### src/rtl/skylark_hazard_ctrl_pkg.sv
// skylark_hcu_pkg: shared types and constants for the skylark hazard control unit.
// Revision 1.0
`default_nettype none

package skylark_hcu_pkg;

  typedef struct packed {
    logic f;
    logic d;
    logic e;
    logic w;
  } stage_ctl_t;

  localparam int REG_ZERO = 0;

endpackage

`default_nettype wire

### src/rtl/skylark_hazard_ctrl_wait_timer.sv
// hcu_wait_timer: saturating wait counter with a sticky timeout flag.
// Revision 1.0
`default_nettype none

module hcu_wait_timer #(
  parameter int WAIT_W       = 4,
  parameter int MEM_WAIT_MAX = 15
) (
  input  logic              clk,
  input  logic              reset,
  input  logic              en,
  input  logic              clr,
  output logic [WAIT_W-1:0] count,
  output logic              timeout
);

  localparam logic [WAIT_W-1:0] WAIT_MAX = WAIT_W'(MEM_WAIT_MAX);

  logic [WAIT_W-1:0] count_inc;
  assign count_inc = count + 1'b1;

  always_ff @(posedge clk or posedge reset) begin
    if (reset) begin
      count   <= '0;
      timeout <= 1'b0;
    end else begin
      if (clr) begin
        count <= '0;
      end else if (en && count != WAIT_MAX) begin
        count <= count_inc;
      end
      // Sticky until reset; the pipeline keeps waiting after it sets.
      if (en && count != WAIT_MAX && count_inc == WAIT_MAX) begin
        timeout <= 1'b1;
      end
    end
  end

endmodule

`default_nettype wire

### src/rtl/skylark_hazard_ctrl.sv
// skylark_hazard_ctrl: stall/flush/forwarding authority for the 4-stage skylark core.
// Revision 1.0
`default_nettype none

module skylark_hazard_ctrl
  import skylark_hcu_pkg::*;
#(
  parameter int REG_AW       = 5,
  parameter int ZERO_REG     = 1,
  parameter int MEM_WAIT_MAX = 15,
  parameter int WAIT_W       = 4,
  parameter int CNT_W        = 32
) (
  input  logic              clk,
  input  logic              reset,
  input  logic [REG_AW-1:0] rs1_e,
  input  logic [REG_AW-1:0] rs2_e,
  input  logic [REG_AW-1:0] rd_w,
  input  logic              regwe_w,
  input  logic              redirect_e,
  input  logic              mem_req_w,
  input  logic              mem_ready,
  output logic              stall_f,
  output logic              stall_d,
  output logic              stall_e,
  output logic              stall_w,
  output logic              flush_d,
  output logic              flush_e,
  output logic              flush_w,
  output logic              fwd_a_e,
  output logic              fwd_b_e,
  output logic              mem_timeout,
  output logic [CNT_W-1:0]  stall_cycles,
  output logic [CNT_W-1:0]  redirects
);

  localparam logic [WAIT_W-1:0] WAIT_MAX = WAIT_W'(MEM_WAIT_MAX);

  stage_ctl_t        stall;
  stage_ctl_t        flush;
  logic              mem_stall;
  logic              redirect_ok;
  logic [WAIT_W-1:0] wait_count;
  logic              wait_timeout;

  assign mem_stall   = mem_req_w & ~mem_ready;
  assign redirect_ok = redirect_e & ~mem_stall;

  function automatic logic fwd_hit(input logic we, input logic [REG_AW-1:0] rd,
                                   input logic [REG_AW-1:0] rs);
    logic rd_is_zero;
    rd_is_zero = (ZERO_REG != 0) && (rd == REG_AW'(REG_ZERO));
    return we && (rd == rs) && !rd_is_zero;
  endfunction

  // Priority: reset, then memory stall, then redirect.
  always_comb begin
    stall = '0;
    flush = '0;
    if (reset) begin
      flush.d = 1'b1;
      flush.e = 1'b1;
      flush.w = 1'b1;
    end else if (mem_stall) begin
      stall = '1;
    end else if (redirect_ok) begin
      flush.d = 1'b1;
      flush.e = 1'b1;
    end
  end

  assign stall_f = stall.f;
  assign stall_d = stall.d;
  assign stall_e = stall.e;
  assign stall_w = stall.w;
  assign flush_d = flush.d;
  assign flush_e = flush.e;
  assign flush_w = flush.w | flush.f;

  assign fwd_a_e = fwd_hit(regwe_w, rd_w, rs1_e);
  assign fwd_b_e = fwd_hit(regwe_w, rd_w, rs2_e);

  hcu_wait_timer #(
    .WAIT_W       (WAIT_W),
    .MEM_WAIT_MAX (MEM_WAIT_MAX)
  ) u_wait (
    .clk     (clk),
    .reset   (reset),
    .en      (mem_stall),
    .clr     (~mem_stall),
    .count   (wait_count),
    .timeout (wait_timeout)
  );

  // The counter only sits at WAIT_MAX once the sticky flag is set, so this OR is equivalent.
  assign mem_timeout = wait_timeout | (wait_count == WAIT_MAX);

  always_ff @(posedge clk or posedge reset) begin
    if (reset) begin
      stall_cycles <= '0;
    end else if (mem_stall && stall_cycles != '1) begin
      stall_cycles <= stall_cycles + 1'b1;
    end
  end

  always_ff @(posedge clk or posedge reset) begin
    if (reset) begin
      redirects <= '0;
    end else if (redirect_ok && redirects != '1) begin
      redirects <= redirects + 1'b1;
    end
  end

endmodule

`default_nettype wire

### config.mk
export PLATFORM = sky130hd
export DESIGN_NAME = skylark_hazard_ctrl
export DESIGN_NICKNAME = d
export VERILOG_FILES = /design/src/rtl/skylark_hazard_ctrl_pkg.sv /design/src/rtl/skylark_hazard_ctrl_wait_timer.sv /design/src/rtl/skylark_hazard_ctrl.sv
export SDC_FILE = /design/constraint.sdc
export NUM_CORES = 1
export LEC_CHECK = 0
export BUFFER_PORTS_ARGS = -buffer_cell sky130_fd_sc_hd__buf_2
export CAP_MARGIN = 20
export CORE_MARGIN = 5
export CORE_UTILIZATION = 45
export DETAILED_ROUTE_END_ITERATION = 6
export PLACE_DENSITY = 0.8
export SETUP_SLACK_MARGIN = 0.02
export SYNTH_ARGS = -nofsm -noshare
export SYNTH_HDL_FRONTEND = slang
export SYNTH_SLANG_ARGS = --single-unit
### constraint.sdc
create_clock -name clk -period 1.9 [get_ports clk]
set_input_delay 0.19 -clock clk [delete_from_list [all_inputs] [get_ports clk]]
set_output_delay 0.19 -clock clk [all_outputs]
set_load 0.05 [all_outputs]
# ---- Word level (Yosys, flattened, before mapping)
# Index checks and enable logic that the tools add are counted.
dict set report totals {
  regBits 69
  in_bits 21
  out_inout_bits 74
}
dict set report classes {
  eq_ne 8
  n_reduce_logical 10
  addsub 3
  n_mux 8
  n_bitwise 5
}
# operator n
set op_table {}
lappend op_table {{$add 32x1->32 const B} 2}
lappend op_table {{$ne 32x32->1 const B} 2}
lappend op_table {{$mux 4} 4}
lappend op_table {{$eq 5x5->1} 2}
lappend op_table {{$eq 4x4->1 const B} 2}
lappend op_table {{$logic_and 1x1->1} 8}
lappend op_table {{$mux 2} 3}
lappend op_table {{$logic_not 5->1} 1}
lappend op_table {{$add 4x1->4 const B} 1}
lappend op_table {{$ne 4x4->1 const B} 1}
lappend op_table {{$and 1x1->1} 2}
lappend op_table {{$ne 2x1->1 const B} 1}
lappend op_table {{$not 1->1} 2}
lappend op_table {{$logic_not 1->1} 1}
lappend op_table {{$mux 1} 1}
lappend op_table {{$or 1x1->1} 1}

# ---- Longest topological paths before layout
# Gate-level depths: netlist of the first run.
dict set report logic_depth {
  depth_word 7
  ltp_mapped 7
  depth_no_buf 6
}

# ---- Modules after synthesis
# From an unflattened synthesis of the first run, not the netlist that was laid out.
dict set report hier_totals {
  cells_unflattened 347
  hier_area_um2 3609.7
}
# module instances area_each_um2 cells_each
set modules_own_cells {}
lappend modules_own_cells {skylark_hazard_ctrl 1 3323.2 320}
lappend modules_own_cells {hcu_wait_timer 1 286.5 27}

# ---- Worst setup path after synthesis of the first run
# OpenSTA, ideal clock, no wires.
dict set report synth_timing {
  kind {flip-flop to flip-flop}
  start {register stall_cycles[0]}
  end {register stall_cycles[17]}
  setup_slack_ps -459
  arrival_time_ps 2210
  t_required_ps 1751
  path_stages_with_launch 8
  cell_sequence {dfrtp_1 > ha_1 > nand3_1 > or3_1 > nor4_4 > buf_4 > nor3_1 > xor2_1}
}
dict set report synth_via {
  elab_chain_len 2
  elab_cells_between_ends 3
  cone_classes {add/sub: 1; eq/ne: 1; reduce/logical: 1}
}
# item line
set synth_rtl {}
lappend synth_rtl {{start, declared} skylark_hazard_ctrl.sv:33} ;# output logic [CNT_W-1:0] stall_cycles,
lappend synth_rtl {{start signal, assigned} skylark_hazard_ctrl.sv:102} ;# stall_cycles <= stall_cycles + 1'b1;
lappend synth_rtl {{parallel branches: the longest is 2 deep, another holds $add 32x1->32} n/a}
# Several ways; the timed one is not identified.
# A chain may end at the register's enable or synchronous reset.

# ---- Final worst setup path of the first run
dict set report layout_timing {
  start {register stall_cycles[8]}
  end {register stall_cycles[25]}
}
# Same word-level chain as after synthesis.

==> metrics, run 1 <==
row count=32; WHS=359 ps; CP Launch Type=flop; synth unique cells=47; Max Clk Rate=0.537 GHz; routed vias/inst=5.36; CTS tree=yes; Die W=99.4 microns; Power Internal=0.00261 W; Comb pwr share=31.7%; antenna violations before repair=0; crit path DAT=2140 ps; gate count after technology mapping=333; sequential share of the synthesized area=48.1%; top cell type by total area after synthesis=dfrtp_1; H-Tree Depth=3; final setup fails=0; placed cell count=544; placed inst area=0.00463 sq mm; I/O pin count=95; Post-synth top flop=dfrtp_1; Hold Path Class=in2reg; first-pass GRT wire length=14800 microns; Yosys reg bits=69; Worst setup EP type=flop; Num CTS Buffers=9; Finished Cell Area=0.00504 sq mm; Worst-Margin Slew=453 ps; 1st-pass router iterations=4; Iter 0 DRT Violations=165; largest net degree at the start of global routing=70; final worst slack=36.3 ps; CTS clk-pin slew, worst paths=80 ps; Global Route Usage Sum=18.4%; Leakage Power=2.33 nW; Layout Cells excl Fill=582; YS warnings=0; HPWL Detailed=6520 microns; layout cell share with drive strength beyond 1=54.6%; Max Slew Vio Count=0; sequential share of power=43.3%; most instantiated cells after synthesis=dfrtp_1 (69), xnor2_1 (40), nand3_1 (37); status=finished clean; Clock Path Buffers=2; Post-Place Worst Slack=0.991 ps; Clock Power Share=25.0%; routability cong.=0.850; maxcap violations=0; Final period util=98.1%; top cells by area, synth=dfrtp_1 (48%), xnor2_1 (9.7%), xor2_1 (7.8%); die height=99.4 microns; Wirelength per Cell=15.8 microns; initial core utilization=46.3%; I/O Buffers=94; Critical path origin=stall_cycles[8]$_DFFE_PP0P_; synthesized cell area=0.00359 sq mm; min Tclk post-route=1860 ps; peak supply drop=707 uV; Post-DRT Antenna Nets=0; Clk Latency, worst-skew pair=350 ps; count leader, synth=dfrtp_1; vias in the first global route=3126; PwrDens=861 mW/mm^2; via count=3120; total power=0.00434 W; area of the core=0.00777 sq mm; Synth-to-Final Area Change=40.4%; Synth Area per Inst=10.8 sq um; normalized max-slew margin=69.8%; final WL=9200 microns; Crit Path Category=reg2reg; Crit path required time=2170 ps; hold_sp=mem_ready; Final Hold Fails=0; Die Area=0.00987 sq mm; Synth top area share=48.1%; Worst Skew=9.88 ps; # DRC=0; P_sw=0.00173 W; Crit Path Max Fanout=3; # diodes=0; grt ovf=0; root buffer cell=clkbuf_8; Synthesized Nets=358; Post-synth ARST share=100%; nets=500; number of synthesized flops with an enable pin=0; RSZ-0062 raised after global routing=yes; sw frac=39.9%; Reg-to-Reg Start=stall_cycles[8]$_DFFE_PP0P_; clock sink count=69
==> flip-flops by register name, indices dropped and copies added, names as in the netlist <==
signal / cells
redirects: 32
stall_cycles: 32
u_wait.count: 4
u_wait.timeout: 1
==> stage by stage <==
stage	setup TNS, ps	utilization, %
2_1_floorplan	-1870	-
3_3_place_gp	0	59.6
3_5_place_dp	0	59.6
4_1_cts	0	62.6
5_1_grt	-113	64.9
6_report	0	64.9
==> layout by cell type (no fill, tap or decap), types with 2 or more instances in the layout <==
cell type	synthesis	final
nand3_1	37	36
a31oi_1	3	2
nor3_2	3	8
a21oi_1	3	3
mux2_4	0	2
and4_2	1	2
xnor2_1	40	40
nor4_2	5	4
o21ai_0	2	2
nand2b_1	2	2
and3_1	10	10
and4_4	0	3
inv_1	5	4
nand4_1	18	18
buf_2	1	94
and4_1	10	6
clkbuf_8	0	10
clkinv_2	0	3
nand4_4	1	2
ha_4	0	2
buf_12	0	2
buf_4	6	44
nor4_4	1	9
nor2_1	13	10
nor2_4	0	3
dfrtp_2	0	53
dfrtp_1	69	16
ha_1	4	2
xor2_1	32	32
nand2_1	17	17
buf_6	2	4
clkinvlp_4	0	3
nor3_1	11	5
or4_1	2	2
==> worst paths after layout <==
check / slack (ps) / endpoint / depth (start not counted)
setup / recovery: 40 / stall_cycles[25]$_DFFE_PP0P_ / 6
hold / removal: 360 / u_wait.count[2]$_DFFE_PP0P_ / 4
setup reg to reg: 40 / stall_cycles[25]$_DFFE_PP0P_ / 6
hold reg to reg: 470 / u_wait.timeout$_DFFE_PP0P_ / 1
max in group asynchronous: 1070 / redirects[12]$_DFFE_PP0P_ / 4
min in group asynchronous: 530 / redirects[18]$_DFFE_PP0P_ / 4
==> metal layers <==
layer	routed length [microns]	part of all wire [%]	global-route usage, %
met2	4530	49	30.2
met3	593	6.4	3.79
met4	198	2.2	8.30
met1	3880	42	23.5
met5	0	0	0
==> power by group through the flow <==
stage                     Sequential [W]  Combinational [W]  Clock (W)
after CTS                        0.00189            0.00127    0.00111
after detailed placement         0.00192            0.00126          0
after global placement           0.00191            0.00124          0
after global routing             0.00190            0.00147    0.00118
final                            0.00188            0.00138    0.00108
after floorplan                  0.00242           0.000404          0
==> kinds of logic (layout without fill, tap and decap cells) <==
logic type	Yosys count	after routing	share of synthesized area (%)
xor+xnor	72	72	17.5
simple gates	153	153	26.6
mux	2	2	0.627
flops	69	69	48.1
fa+ha+maj	4	4	1.39
buf+inv	19	166	3.06
compound gates	14	14	2.72
==> timing repair <==
action                     4_1_cts  5_1_grt
hold buffers                     1        0
pin swaps                        5       14
buffers inserted                 6       15
hold endpoints to repair        64        0
setup endpoints to repair        2       35
gates resized for setup          1       14
==> final cells by class <==
class | instances | area [sq um]
well taps | 102 | 128
flip-flops and latches | 69 | 1790
clock inverters | 6 | 38.8
repair buffers | 145 | 896
fillers | 606 | 2720
clock buffers | 10 | 138
multi-input cells | 245 | 2030
inverters | 5 | 22.5
==> worst max-delay path: stages (launching register included) <==
cell	delay (ps)
dfrtp_2	390
nand4_1	160
buf_4	190
or4_4	580
buf_6	160
nor4_4	140
xor2_1	170
Note: power is estimated with default switching activity, not from simulation.
==> run 2, diff against run 1 <==
Clock period 1.9 ns to 1.6 ns, I/O delays scaled along.
==> metrics, run 2 (same netlist as run 1, synthesis figures left out) <==
crit path DAT=2180 ps; final WL=13400 microns; highest metal used=met4; Die Area=0.00987 sq mm; Max Slew Vio Count=0; grt ovf=0; I/O Buffers=94; Worst setup EP type=flop; Final period util=120%; Die W=99.4 microns; CP Launch Type=flop; CTS clk-pin slew, worst paths=80 ps; final worst slack=-318 ps; I/O pin count=95; nets=588; routed vias/inst=5.65; # diodes=0; Worst Setup EP=redirects[24]$_DFFE_PP0P_; clock sink count=69; Post-Place Worst Slack=-234 ps; # DRC=0; initial core utilization=46.3%; commonest non-fill, non-tap cell in the layout=buf_4; antenna violations before repair=0; Final Hold Fails=0; Post-DRT Antenna Nets=0; largest net degree at the start of global routing=70; 1st-pass router iterations=6; maxcap violations=0; layout cell share with drive strength beyond 1=68.3%; Global Route Usage Sum=24.5%; slowest cell on the critical path=dfrtp_2; RSZ-0062 raised after global routing=yes; row count=32; Wirelength per Cell=19.9 microns; met3 wire length=764 microns; PwrDens=958 mW/mm^2; crit-path cells=ha_4, and4_4, nand4_1, buf_6, buf_4, buf_6, nor3_4, nor2_1, a21oi_1; final core utilization=79.7%; root buffer cell=clkbuf_8; Reg-to-Reg Start=redirects[1]$_DFFE_PP0P_; area of the core=0.00777 sq mm; WHS=345 ps; Worst Reg2Reg Path Length in Cells=9; Leakage Power=2.94 nW; Most common cell on crit path=buf_6; Num CTS Buffers=9; Worst-Margin Slew=395 ps; Crit Path Max Fanout=3; via count=3784; Finished Cell Area=0.00619 sq mm; H-Tree Depth=3; peak supply drop=1520 uV; Largest stage delay, worst path=400 ps; worst reg2reg path endpoint=redirects[24]$_DFFE_PP0P_; CTS tree=yes; Detail Route met2 WL=6960 microns; failing checks=setup timing; Critical path origin=redirects[1]$_DFFE_PP0P_; placed inst area=0.00535 sq mm; final setup fails=64; Clock Path Buffers=2; commonest cells after routing, fill and taps aside=buf_4 (118), buf_2 (93), dfrtp_2 (55), xnor2_1 (36), xor2_1 (30); die height=99.4 microns; Synth-to-Final Area Change=72.2%; Hold Path Class=in2reg; flop-to-flop setup slack=-320 ps; routability cong.=0.849; leading registers by flop count=redirects (32), stall_cycles (32), u_wait.count (4); status=complete, but fails checks; CP delay by family, top=simple AND/OR/NAND/NOR gates; Clk Latency, worst-skew pair=360 ps; Iter 0 DRT Violations=201; min Tclk post-route=1920 ps; HPWL Detailed=7880 microns; CP Buf/Inv Count=3; Crit Path Category=reg2reg; wire length on met1=5230 microns; Worst Skew=11.8 ps; Max Clk Rate=0.521 GHz; Crit path required time=1860 ps; first-pass GRT wire length=19300 microns; critical path depth=9; normalized max-slew margin=73.6%; vias in the first global route=3877
[run 2: cell type report]
cell class / count / area (sq um)
clock buffer: 12 / 145
tap: 102 / 128
inverter: 5 / 22.5
sequential: 69 / 1800
multi-input combinational: 245 / 2360
timing repair buffer: 233 / 1660
clock inverter: 4 / 72.6
fill: 429 / 1580
[run 2: power breakdown]
part | switching, W | internal [W]
combinational | 0.00134 | 0.000813
clock | 0.000703 | 0.000920
sequential | 0.000200 | 0.00196
[run 2: repair_timing]
action,in CTS,in global routing
pin swaps,39,28
hold endpoints to repair,69,0
hold buffers,1,0
gates cloned,1,0
gates resized for setup,38,36
setup endpoints to repair,63,67
setup buffers,7,20
[run 2: worst min-delay path by stage]
stage	from	slack (ps)	endpoint	cells past startpoint
final	mem_ready	350	u_wait.count[2]$_DFFE_PP0P_	4
after CTS	mem_ready	340	u_wait.count[2]$_DFFE_PP0P_	4
after floorplan	reset	320	redirects[15]$_DFFE_PP0P_	1
after global routing	redirect_e	390	redirects[7]$_DFFE_PP0P_	4
after detailed placement	reset	340	u_wait.count[3]$_DFFE_PP0P_	3
after global placement	reset	330	u_wait.count[2]$_DFFE_PP0P_	3
[run 2: stage by stage]
stage / power (W) / instances / TNS, ps
2_1_floorplan: 0.00338 / 333 / -16620
3_3_place_gp: 0.00401 / 626 / -3530
3_5_place_dp: 0.00411 / 626 / -6200
4_1_cts: 0.00572 / 651 / -6850
5_1_grt: 0.00615 / 670 / -14300
6_report: 0.00593 / 670 / -10970
[run 2: worst min-delay path, delay by kind of cell]
family,cells,cell delay [ps]
AO/OA/AOI/OAI,2,160
buffers and inverters,1,80
AND/OR/NAND/NOR,1,260
[run 2: per-layer routing]
layer | GRT usage (%) | vias up
met2 | 41.7 | 187
met1 | 29.5 | 1891
li1 | - | 1664
met3 | 5.40 | 42
met4 | 11.1 | 0
met5 | 0 | -
==> run 3, diff against run 2 <==
Settings changed: GPL_TIMING_DRIVEN from default to 0.
==> metrics, run 3 (same netlist as run 1, synthesis figures left out) <==
status=complete, but fails checks; failing checks=hold timing, setup timing; Wirelength per Cell=18.7 microns; CTS tree=yes; # diodes=0; Post-DRT Antenna Nets=0; commonest cells after routing, fill and taps aside=buf_2 (89), dfrtp_2 (56), buf_4 (53), xnor2_1 (35), xor2_1 (32); Num CTS Buffers=9; WHS=-5.76 ps; crit-path cells=and4_1, buf_6, nand4_4, buf_6, nor4_4, buf_6, buf_12, nor4b_4, xor2_1; routability cong.=0.813; commonest non-fill, non-tap cell in the layout=buf_2; row count=32; Final Hold Fails=21; crit path DAT=2250 ps; Crit Path Category=reg2reg; min Tclk post-route=1990 ps; first-pass GRT wire length=17600 microns; nets=533; final worst slack=-395 ps; final setup fails=62; initial core utilization=46.3%; leading registers by flop count=redirects (32), stall_cycles (32), u_wait.count (4); Worst setup EP type=flop; Final period util=125%; Iter 0 DRT Violations=160; RSZ-0062 raised after global routing=yes; maxcap violations=0; Reg-to-Reg Start=stall_cycles[12]$_DFFE_PP0P_; placed cell count=530; die height=99.4 microns; I/O pin count=95; placed inst area=0.00462 sq mm; H-Tree Depth=3; 1st-pass router iterations=4; clock sink count=69; peak supply drop=894 uV; CTS clk-pin slew, worst paths=80 ps; grt ovf=0; Layout Cells excl Fill=615; Largest stage delay, worst path=360 ps; Critical path origin=stall_cycles[12]$_DFFE_PP0P_; Most common cell on crit path=buf_6; HPWL Detailed=6420 microns; Clock Path Buffers=2; Max Slew Vio Count=0; Global Route Usage Sum=22.3%; Worst Reg2Reg Path Length in Cells=9; Worst-Margin Slew=779 ps; PwrDens=976 mW/mm^2; Crit Path Max Fanout=5; area of the core=0.00777 sq mm; normalized max-slew margin=48.0%; layout cell share with drive strength beyond 1=66.1%; slowest cell on the critical path=dfrtp_2; Leakage Power=2.70 nW; vias in the first global route=3537; final core utilization=75.5%; Finished Cell Area=0.00586 sq mm; largest net degree at the start of global routing=38; Die Area=0.00987 sq mm; Clk Latency, worst-skew pair=350 ps; Crit path required time=1860 ps; root buffer cell=clkbuf_8; via count=3462; routed vias/inst=5.63; Hold Path Class=in2async; # DRC=0; I/O Buffers=94; final WL=11500 microns; Synth-to-Final Area Change=63.2%; Worst Skew=12.3 ps; Max Clk Rate=0.501 GHz; antenna violations before repair=0; total power=0.00572 W; CP Launch Type=flop; Post-Place Worst Slack=-505 ps; Die W=99.4 microns
## run 3: changes by cell type in the layout (fill, tap and decap cells not counted), sizes merged
cell         before  now
clkinvlp          2    1
buf             232  177
clkbuf           12   13
dlygate4sd3       1    0
clkinv            1    2
## run 3: timing repair
item	4_1_cts	5_1_grt
pin swaps	41	45
buffers inserted	55	16
cloned	3	0
gates resized for setup	58	44
endpoints found under the setup margin	72	70
hold buffers	0	0
hold endpoints to repair	0	0
## run 3: layer usage
layer / vias to the layer above / GRT usage [%] / wire (microns) / share of wire, %
met5: - / 0 / 0 / 0
met4: 0 / 8.19 / 347 / 3.0
met3: 33 / 4.63 / 674 / 5.8
met2: 141 / 38.1 / 5860 / 51
met1: 1744 / 27.8 / 4650 / 40
li1: 1544 / - / - / -
## run 3: path summary, 6_finish.rpt
| kind | end | slack [ps] |
|---|---|---|
| worst min-delay path | stall_cycles[15]$_DFFE_PP0P_ | -6 |
| worst max-delay path | stall_cycles[15]$_DFFE_PP0P_ | -390 |
| max in group asynchronous | redirects[9]$_DFFE_PP0P_ | 960 |
| worst min register to register | u_wait.timeout$_DFFE_PP0P_ | 480 |
| min in group clk | redirects[3]$_DFFE_PP0P_ | 330 |
| worst max register to register | stall_cycles[15]$_DFFE_PP0P_ | -390 |
## run 3: layout make-up
class	count	area, sq um
Multi-Input combinational cell	245	2360
Fill cell	502	1900
Sequential cell	69	1800
Timing Repair Buffer	166	1170
Buffer	12	159
Clock buffer	12	155
Tap cell	102	128
Clock inverter	4	70.1
Inverter	5	22.5
## run 3: power breakdown
| group | leakage [nW] | internal [W] | total, W | switching [W] |
|---|---|---|---|---|
| Clock | 0.116 | 0.000960 | 0.00166 | 0.000701 |
| Combinational | 1.74 | 0.000671 | 0.00183 | 0.00116 |
| Sequential | 0.844 | 0.00196 | 0.00223 | 0.000267 |
| Total | 2.70 | 0.00359 | 0.00572 | 0.00213 |
## run 3: critical path, delay by kind of cell, from the launching register on
family / cells / cell delay (ps)
flops: 1 / 360
xor+xnor: 1 / 220
simple gates: 4 / 690
buf+inv: 4 / 630
## run 3: metrics by stage
step / hold WS (ps) / setup TNS [ps]
global placement: 455 / -18070
CTS: 10.1 / -9390
finish: -5.76 / -12040
detailed placement: 393 / -20170
global route: 52.0 / -16510
floorplan: 321 / -16620
